## src/rtl/mem_arbiter.sv

```systemverilog
// Round-robin arbiter sharing one line-wide memory port among N cache clients.
// Per-client request FIFOs; posted writes; at most one outstanding read.
module mem_arbiter #(
  parameter int unsigned N_CLIENTS  = 2,
  parameter int unsigned PA_WIDTH   = 32,
  parameter int unsigned LINE_WIDTH = 128,
  parameter int unsigned FIFO_DEPTH = 2
) (
  input  logic                                  clk,
  input  logic                                  rst,
  input  logic [N_CLIENTS-1:0]                  i_req_enable,
  input  logic [N_CLIENTS-1:0]                  i_req_type,
  input  logic [N_CLIENTS-1:0][PA_WIDTH-1:0]    i_req_addr,
  input  logic [N_CLIENTS-1:0][LINE_WIDTH-1:0]  i_req_data,
  input  logic [N_CLIENTS-1:0]                  i_req_ack,
  output logic [N_CLIENTS-1:0]                  o_rsp_enable,
  output logic [PA_WIDTH-1:0]                   o_rsp_addr,
  output logic [LINE_WIDTH-1:0]                 o_rsp_data,
  output logic [N_CLIENTS-1:0]                  o_full,
  output logic [N_CLIENTS-1:0]                  o_overflow,
  output logic                                  o_mem_valid,
  output logic                                  o_mem_type,
  output logic [PA_WIDTH-1:0]                   o_mem_addr,
  output logic [LINE_WIDTH-1:0]                 o_mem_data,
  input  logic                                  i_mem_ready,
  input  logic                                  i_mem_rsp_valid,
  input  logic [PA_WIDTH-1:0]                   i_mem_rsp_addr,
  input  logic [LINE_WIDTH-1:0]                 i_mem_rsp_data
);

  localparam int unsigned IDX_W = (N_CLIENTS > 1) ? $clog2(N_CLIENTS) : 1;
  localparam int unsigned PTR_W = (FIFO_DEPTH > 1) ? $clog2(FIFO_DEPTH) : 1;
  localparam int unsigned CNT_W = PTR_W + 1;

  typedef enum logic [1:0] {IDLE, ISSUE, WAIT_RSP, DELIVER} state_t;

  state_t                  r_state;
  logic [IDX_W-1:0]        r_rr_ptr;
  logic [IDX_W-1:0]        r_owner;
  logic [N_CLIENTS-1:0]    r_rsp_enable;
  logic [PA_WIDTH-1:0]     r_rsp_addr;
  logic [LINE_WIDTH-1:0]   r_rsp_data;
  logic                    r_mem_valid;
  logic                    r_mem_type;
  logic [PA_WIDTH-1:0]     r_mem_addr;
  logic [LINE_WIDTH-1:0]   r_mem_data;
  logic [N_CLIENTS-1:0]    r_overflow;

  logic                    r_fifo_type [N_CLIENTS][FIFO_DEPTH];
  logic [PA_WIDTH-1:0]     r_fifo_addr [N_CLIENTS][FIFO_DEPTH];
  logic [LINE_WIDTH-1:0]   r_fifo_data [N_CLIENTS][FIFO_DEPTH];
  logic [PTR_W-1:0]        r_wr_ptr    [N_CLIENTS];
  logic [PTR_W-1:0]        r_rd_ptr    [N_CLIENTS];
  logic [CNT_W-1:0]        r_count     [N_CLIENTS];

  logic [N_CLIENTS-1:0]    w_nonempty;
  logic [N_CLIENTS-1:0]    w_push;
  logic [N_CLIENTS-1:0]    w_pop;
  logic                    w_grant_valid;
  logic [IDX_W-1:0]        w_grant_idx;
  logic [IDX_W-1:0]        w_next_ptr;
  logic [IDX_W-1:0]        w_cand;

  // Full is judged before any same-cycle pop, so a full FIFO never takes a push.
  always_comb begin
    w_nonempty = '0;
    w_push     = '0;
    o_full     = '0;
    for (int k = 0; k < int'(N_CLIENTS); k++) begin
      w_nonempty[k] = (r_count[k] != '0);
      o_full[k]     = (r_count[k] == CNT_W'(FIFO_DEPTH));
      w_push[k]     = i_req_enable[k] && !o_full[k];
    end
  end

  // First non-empty client at or above the round-robin pointer, with wrap.
  always_comb begin
    w_grant_valid = 1'b0;
    w_grant_idx   = '0;
    w_cand        = '0;
    for (int i = int'(N_CLIENTS) - 1; i >= 0; i--) begin
      w_cand = IDX_W'((int'(r_rr_ptr) + i) % int'(N_CLIENTS));
      if (w_nonempty[w_cand]) begin
        w_grant_valid = 1'b1;
        w_grant_idx   = w_cand;
      end
    end
    w_next_ptr = (w_grant_idx == IDX_W'(N_CLIENTS - 1)) ? '0 : w_grant_idx + IDX_W'(1);
    w_pop = '0;
    for (int k = 0; k < int'(N_CLIENTS); k++) begin
      w_pop[k] = (r_state == IDLE) && w_grant_valid && (w_grant_idx == IDX_W'(k));
    end
  end

  always_ff @(posedge clk) begin
    for (int k = 0; k < int'(N_CLIENTS); k++) begin
      if (w_push[k]) begin
        r_fifo_type[k][r_wr_ptr[k]] <= i_req_type[k];
        r_fifo_addr[k][r_wr_ptr[k]] <= i_req_addr[k];
        r_fifo_data[k][r_wr_ptr[k]] <= i_req_data[k];
      end
    end
  end

  always_ff @(posedge clk) begin
    if (rst) begin
      for (int k = 0; k < int'(N_CLIENTS); k++) begin
        r_wr_ptr[k] <= '0;
        r_rd_ptr[k] <= '0;
        r_count[k]  <= '0;
      end
      r_overflow <= '0;
    end else begin
      for (int k = 0; k < int'(N_CLIENTS); k++) begin
        if (w_push[k]) r_wr_ptr[k] <= r_wr_ptr[k] + PTR_W'(1);
        if (w_pop[k])  r_rd_ptr[k] <= r_rd_ptr[k] + PTR_W'(1);
        if (w_push[k] && !w_pop[k])      r_count[k] <= r_count[k] + CNT_W'(1);
        else if (!w_push[k] && w_pop[k]) r_count[k] <= r_count[k] - CNT_W'(1);
        if (i_req_enable[k] && o_full[k]) r_overflow[k] <= 1'b1;
      end
    end
  end

  // Arbitration FSM; the o_mem_* registers double as the issue register.
  always_ff @(posedge clk) begin
    if (rst) begin
      r_state      <= IDLE;
      r_rr_ptr     <= '0;
      r_owner      <= '0;
      r_rsp_enable <= '0;
      r_rsp_addr   <= '0;
      r_rsp_data   <= '0;
      r_mem_valid  <= 1'b0;
      r_mem_type   <= 1'b0;
      r_mem_addr   <= '0;
      r_mem_data   <= '0;
    end else begin
      case (r_state)
        IDLE: begin
          if (w_grant_valid) begin
            r_mem_type  <= r_fifo_type[w_grant_idx][r_rd_ptr[w_grant_idx]];
            r_mem_addr  <= r_fifo_addr[w_grant_idx][r_rd_ptr[w_grant_idx]];
            r_mem_data  <= r_fifo_data[w_grant_idx][r_rd_ptr[w_grant_idx]];
            r_mem_valid <= 1'b1;
            r_owner     <= w_grant_idx;
            r_rr_ptr    <= w_next_ptr;
            r_state     <= ISSUE;
          end
        end
        ISSUE: begin
          if (i_mem_ready) begin
            r_mem_valid <= 1'b0;
            r_state     <= r_mem_type ? IDLE : WAIT_RSP;
          end
        end
        WAIT_RSP: begin
          if (i_mem_rsp_valid) begin
            r_rsp_addr            <= i_mem_rsp_addr;
            r_rsp_data            <= i_mem_rsp_data;
            r_rsp_enable[r_owner] <= 1'b1;
            r_state               <= DELIVER;
          end
        end
        DELIVER: begin
          if (i_req_ack[r_owner]) begin
            r_rsp_enable <= '0;
            r_state      <= IDLE;
          end
        end
        default: r_state <= IDLE;
      endcase
    end
  end

  assign o_rsp_enable = r_rsp_enable;
  assign o_rsp_addr   = r_rsp_addr;
  assign o_rsp_data   = r_rsp_data;
  assign o_overflow   = r_overflow;
  assign o_mem_valid  = r_mem_valid;
  assign o_mem_type   = r_mem_type;
  assign o_mem_addr   = r_mem_addr;
  assign o_mem_data   = r_mem_data;

endmodule

```

## config.mk

```make
export PLATFORM = sky130hd
export DESIGN_NAME = mem_arbiter
export DESIGN_NICKNAME = d
export VERILOG_FILES = /design/src/rtl/mem_arbiter.sv
export SDC_FILE = /design/constraint.sdc
export NUM_CORES = 1
export LEC_CHECK = 0
export CORE_AREA = 2 2 320 322
export CTS_BUF_LIST = sky130_fd_sc_hd__clkbuf_8
export CTS_CLUSTER_SIZE = 30
export DETAILED_ROUTE_END_ITERATION = 8
export DIE_AREA = 0 0 322 324
export SETUP_SLACK_MARGIN = 0.05
export SLEW_MARGIN = 0
export SYNTH_ARGS = -nofsm -noshare
export SYNTH_HDL_FRONTEND = slang
export SYNTH_SLANG_ARGS = --single-unit
```

## constraint.sdc

```tcl
create_clock -name clk -period 12.1 [get_ports clk]
set_input_delay 2.42 -clock clk [delete_from_list [all_inputs] [get_ports clk]]
set_output_delay 2.42 -clock clk [all_outputs]
set_load 0.01 [all_outputs]
```

==> impl_results.html <==
<table>
<tr><th>Metric</th><th>Value</th></tr>
<tr><th colspan="2">Outcome</th></tr>
<tr><td>Status</td><td>completed</td></tr>
<tr><th colspan="2">Routing</th></tr>
<tr><td>Number of routed nets with antenna violations</td><td>0</td></tr>
<tr><td>Detailed Routing Iterations Pass 1</td><td>5</td></tr>
<tr><td>Average wire per standard cell</td><td>23.3 um</td></tr>
<tr><td>Final wirelength</td><td>113 mm</td></tr>
<tr><td>Number of design-rule violations left by the first detailed-router iteration</td><td>1357</td></tr>
<tr><td>DRC violations left</td><td>0</td></tr>
<tr><td>Total number of vias</td><td>23605</td></tr>
<tr><td>Per-cell via count in the routed design</td><td>4.89</td></tr>
<tr><th colspan="2">Timing</th></tr>
<tr><td>Setup total negative slack</td><td>0 ns</td></tr>
<tr><td>Post-layout minimum cycle time</td><td>4.64 ns</td></tr>
<tr><td>Final number of max-transition violations</td><td>0</td></tr>
<tr><td>Final setup vio count</td><td>0</td></tr>
<tr><td>Maximum clock frequency</td><td>0.215 GHz</td></tr>
<tr><td>Worst-case clock skew</td><td>0.0451 ns</td></tr>
<tr><td>Hold violation total from the final report</td><td>0</td></tr>
<tr><td>Unrepaired setup endpoints after global routing</td><td>false</td></tr>
<tr><td>Tcrit/Tclk final</td><td>38.4%</td></tr>
<tr><td>Relative max-transition margin</td><td>28.3%</td></tr>
<tr><td>Transition at the pin with the smallest max-transition slack</td><td>1.08 ns</td></tr>
<tr><th colspan="2">Cells and area</th></tr>
<tr><td>Commonest non-fill, non-tap cells in the layout</td><td>clkdlybuf4s50_1, edfxtp_1, nand2_1</td></tr>
<tr><td>Count of nets after finishing</td><td>3867</td></tr>
<tr><td>Area growth from synthesis to final layout</td><td>35.0%</td></tr>
<tr><td>Non-filler cells, final</td><td>4831</td></tr>
<tr><td>Most common library cell in the layout ignoring fill and taps</td><td>clkdlybuf4s50_1</td></tr>
<tr><td>Layout cell share with drive strength beyond 1</td><td>7.21%</td></tr>
<tr><th colspan="2">Power and ir drop</th></tr>
<tr><td>NetSw</td><td>3.36 mW</td></tr>
<tr><td>VDD IR-drop max</td><td>0.000207 V</td></tr>
<tr><td>Leak Pwr</td><td>16.9 nW</td></tr>
<tr><td>Net switching share of the total power</td><td>32.8%</td></tr>
<tr><td>Total power per unit cell area</td><td>213 nW/um^2</td></tr>
<tr><td>Combinational Power Share</td><td>29.6%</td></tr>
<tr><td>Clock power frac</td><td>27.4%</td></tr>
<tr><td>Power share of the sequential group</td><td>43.1%</td></tr>
<tr><td>Internal power of the cells</td><td>6.89 mW</td></tr>
<tr><th colspan="2">Clocking</th></tr>
<tr><td>TritonCTS clock tree</td><td>done</td></tr>
<tr><td>TritonCTS Sinks</td><td>982</td></tr>
<tr><td>Buffers inserted by post-CTS timing repair</td><td>0</td></tr>
<tr><td>Number of gates resized after cts</td><td>0</td></tr>
<tr><td>Inserted Clock Buffers</td><td>167</td></tr>
<tr><td>CTS H-Tree Depth</td><td>4</td></tr>
<tr><td>Max Root-Sink Buffers</td><td>3</td></tr>
<tr><td>Root Driver</td><td>clkbuf_8</td></tr>
<tr><td>Clock-pin slew on the worst setup and hold paths</td><td>0.06 ns</td></tr>
<tr><td>Clk_lat worst skew</td><td>0.82 ns</td></tr>
<tr><td>Count of hold-fix buffers inserted at cts</td><td>0</td></tr>
<tr><th colspan="2">Setup path</th></tr>
<tr><td>Cell Chain, Critical Path</td><td>clkdlybuf4s50_1 -&gt; inv_1 -&gt; nor2_1 -&gt; and2_4 -&gt; buf_4</td></tr>
<tr><td>Crit-path max FO</td><td>56</td></tr>
<tr><td>Kind of critical path</td><td>primary input to flop</td></tr>
<tr><td>Worst path buffer plus inverter count</td><td>3</td></tr>
<tr><td>Req. time, crit path</td><td>12.53 ns</td></tr>
<tr><td>Cell family with most CP delay</td><td>buffers and inverters</td></tr>
<tr><td>Startpoint type of the worst setup path</td><td>primary input</td></tr>
<tr><td>Crit Reg-Reg Startpoint</td><td>r_count[1][0]$_DFFE_PP_</td></tr>
<tr><td>Endpoint of the lowest-slack register-to-register path</td><td>o_mem_addr[24]$_SDFFE_PP0N_</td></tr>
<tr><td>Critical Path AT</td><td>5.07 ns</td></tr>
<tr><td>Startpoint of the worst setup timing path</td><td>i_req_enable[0]</td></tr>
<tr><td>Highest-delay cell along the critical path</td><td>buf_4</td></tr>
<tr><td>Worst setup slack for register-to-register paths</td><td>8.66 ns</td></tr>
<tr><td>Worst path max stage delay</td><td>0.82 ns</td></tr>
<tr><td>Crit path capture type</td><td>flop</td></tr>
<tr><td>Worst Reg2Reg Path Length in Cells</td><td>7</td></tr>
<tr><th colspan="2">Synthesis</th></tr>
<tr><td>Number of nets produced by synthesis</td><td>3015</td></tr>
<tr><td>Gate Count Post-Synth</td><td>2522</td></tr>
<tr><td>Area contributors post-synth</td><td>edfxtp_1, dfxtp_1, mux2i_1, nand2_1, a32o_1</td></tr>
<tr><td>Number of storage elements in the synthesis netlist</td><td>982</td></tr>
<tr><td>Yosys warnings</td><td>0</td></tr>
<tr><td>Distinct cell type count after synthesis</td><td>47</td></tr>
<tr><td>Sequential area share after synthesis</td><td>73.5%</td></tr>
<tr><td>Mean Syn Cell Area</td><td>14.1 um^2</td></tr>
<tr><td>Share of the synthesized area in the top cell type</td><td>55.0%</td></tr>
<tr><td>Top flip-flop cell by instance count after synthesis</td><td>edfxtp_1</td></tr>
<tr><td>Cell taking the most area after synthesis</td><td>edfxtp_1</td></tr>
<tr><td>Proportion of register bits with asynchronous set or reset after synthesis</td><td>0%</td></tr>
<tr><td>Post-Syn Area</td><td>35600 um^2</td></tr>
<tr><td>Number of synthesized flops with an enable pin</td><td>652</td></tr>
<tr><th colspan="2">Hold path</th></tr>
<tr><td>Count of cells along the worst hold path</td><td>2</td></tr>
<tr><td>Worst hold-check path type</td><td>flop to flop</td></tr>
<tr><td>WHS Endpoint</td><td>o_rsp_addr[0]$_SDFFE_PP0P_</td></tr>
<tr><td>Hold Crit Start</td><td>o_rsp_addr[0]$_SDFFE_PP0P_</td></tr>
<tr><th colspan="2">Die</th></tr>
<tr><td>Core outline area</td><td>101000 um^2</td></tr>
<tr><td>Die Y</td><td>324 um</td></tr>
<tr><td>I/O pin count</td><td>818</td></tr>
<tr><td># rows</td><td>117</td></tr>
<tr><td>Starting density of the core</td><td>35.3%</td></tr>
<tr><td>DIE AREA</td><td>104000 um^2</td></tr>
<tr><td>Die width</td><td>322 um</td></tr>
<tr><th colspan="2">Placed design</th></tr>
<tr><td>Total instance count after detailed placement</td><td>4514</td></tr>
<tr><td>Routability-driven placement congestion ratio</td><td>0.824</td></tr>
<tr><td>Detailed-placement wirelength estimate</td><td>73.9 mm</td></tr>
<tr><td>Count of input and output buffers</td><td>817</td></tr>
<tr><th colspan="2">GRT</th></tr>
<tr><td>Gr ovfl total</td><td>0</td></tr>
<tr><td>Via count of the first global-routing pass</td><td>23513</td></tr>
<tr><td>Initial antenna violation count</td><td>22</td></tr>
<tr><td>Total track usage</td><td>20.8%</td></tr>
<tr><td>Pin count of the biggest net entering global routing</td><td>164</td></tr>
<tr><td>First-pass GRT wire length</td><td>158 mm</td></tr>
<tr><th colspan="2">Run</th></tr>
<tr><td>Max Cap Violations</td><td>0</td></tr>
</table>
layer usage:
| layer | part of all wire, % | vias to the layer above | global-route usage [%] |
|---|---|---|---|
| met5 | 0.15 | - | 0 |
| met4 | 3.1 | 26 | 8.76 |
| met3 | 7.0 | 183 | 6.18 |
| met2 | 52 | 723 | 37.1 |
| met1 | 38 | 11665 | 22.9 |
| li1 | - | 11008 | - |
worst min-delay path, stage by stage, from the launching register on:
cell and delay, ns:
dfxtp_1 0.30, nand2_1 0.05, a21oi_1 0.05
cells by family (layout without fill, tap and decap cells):
| group | count (synthesis) | in the layout | share of synthesized area [%] |
|---|---|---|---|
| buf+inv | 170 | 1158 | 2.39 |
| compound gates | 349 | 349 | 7.32 |
| flops | 982 | 982 | 73.5 |
| mux | 324 | 324 | 9.12 |
| other cells | 0 | 12 | 0 |
| simple gates | 694 | 694 | 7.56 |
| fa+ha+maj | 3 | 3 | 0.105 |
how the worst max path moves through the flow:
stage / cells after the start / slack (ns) / to
after floorplan: 2 / 2.17 / r_fifo_addr[1][32]$_DFFE_PP_
after global placement: 5 / 6.59 / r_fifo_data[1][51]$_DFFE_PP_
after detailed placement: 5 / 6.59 / r_fifo_data[0][33]$_DFFE_PP_
after CTS: 3 / 7.37 / o_full[1]
after global routing: 5 / 7.34 / r_fifo_data[1][25]$_DFFE_PP_
final: 5 / 7.46 / r_fifo_data[0][127]$_DFFE_PP_
cell type report:
class | instances | area, um^2
diodes | 12 | 30.0
clock buffers | 180 | 2480
clock inverters | 125 | 671
fillers | 9051 | 52900
inverters | 6 | 22.5
multi-input cells | 1370 | 8630
flip-flops and latches | 982 | 26200
well taps | 1309 | 1640
repair buffers | 847 | 8450
state kept, by name (all words and copies together), names as in the netlist, named ones only:
| name | flops |
|---|---|
| o_rsp_data | 128 |
| o_mem_type | 1 |
| r_rr_ptr | 1 |
| r_owner | 1 |
| o_overflow | 2 |
| o_rsp_addr | 32 |
| r_wr_ptr | 2 |
| r_fifo_addr | 128 |
| o_mem_valid | 1 |
| o_mem_data | 128 |
| o_rsp_enable | 2 |
| r_fifo_data | 512 |
| o_mem_addr | 32 |
| r_count | 4 |
| r_fifo_type | 4 |
| r_state | 1 |
| r_rd_ptr | 2 |
power by group through the flow:
stage / Sequential, mW / Combinational (mW) / Clock [mW]
6_report: 4.41 / 3.03 / 2.80
3_5_place_dp: 4.48 / 3.09 / 0
5_1_grt: 4.46 / 3.28 / 3.04
3_3_place_gp: 4.47 / 3.08 / 0
4_1_cts: 4.42 / 3.11 / 2.90
2_1_floorplan: 4.59 / 1.74 / 0
per-stage QoR:
step | worst slack, ns | utilization, % | total power [mW] | hold slack, ns | area [um^2]
2_1_floorplan | 2.17 | - | 6.33 | 0.481 | 35600
3_3_place_gp | 6.59 | 44.5 | 7.55 | 0.442 | 44900
3_5_place_dp | 6.59 | 44.5 | 7.57 | 0.445 | 44900
4_1_cts | 7.37 | 47.6 | 10.4 | 0.454 | 48100
5_1_grt | 7.34 | 47.6 | 10.8 | 0.469 | 48100
6_report | 7.46 | 47.6 | 10.2 | 0.452 | 48100
cell usage after synthesis, types with 2 or more instances:
library cell  count
nand2b_1          5
nand2_1         647
clkbuf_1         69
inv_1             6
edfxtp_1        652
buf_1             7
mux2i_1         322
nor2_1           17
buf_6            13
buf_2            66
or3_1             2
a21o_1            2
a32o_1          161
nor3_1            3
and3_1            2
nor4_1            2
a31oi_1           2
and2_1            3
a21oi_1         168
a211oi_1          2
dfxtp_1         330
ha_1              3
nor2b_1           4
buf_4             9
o21ai_0           3
(Power assumes the default switching activity.)
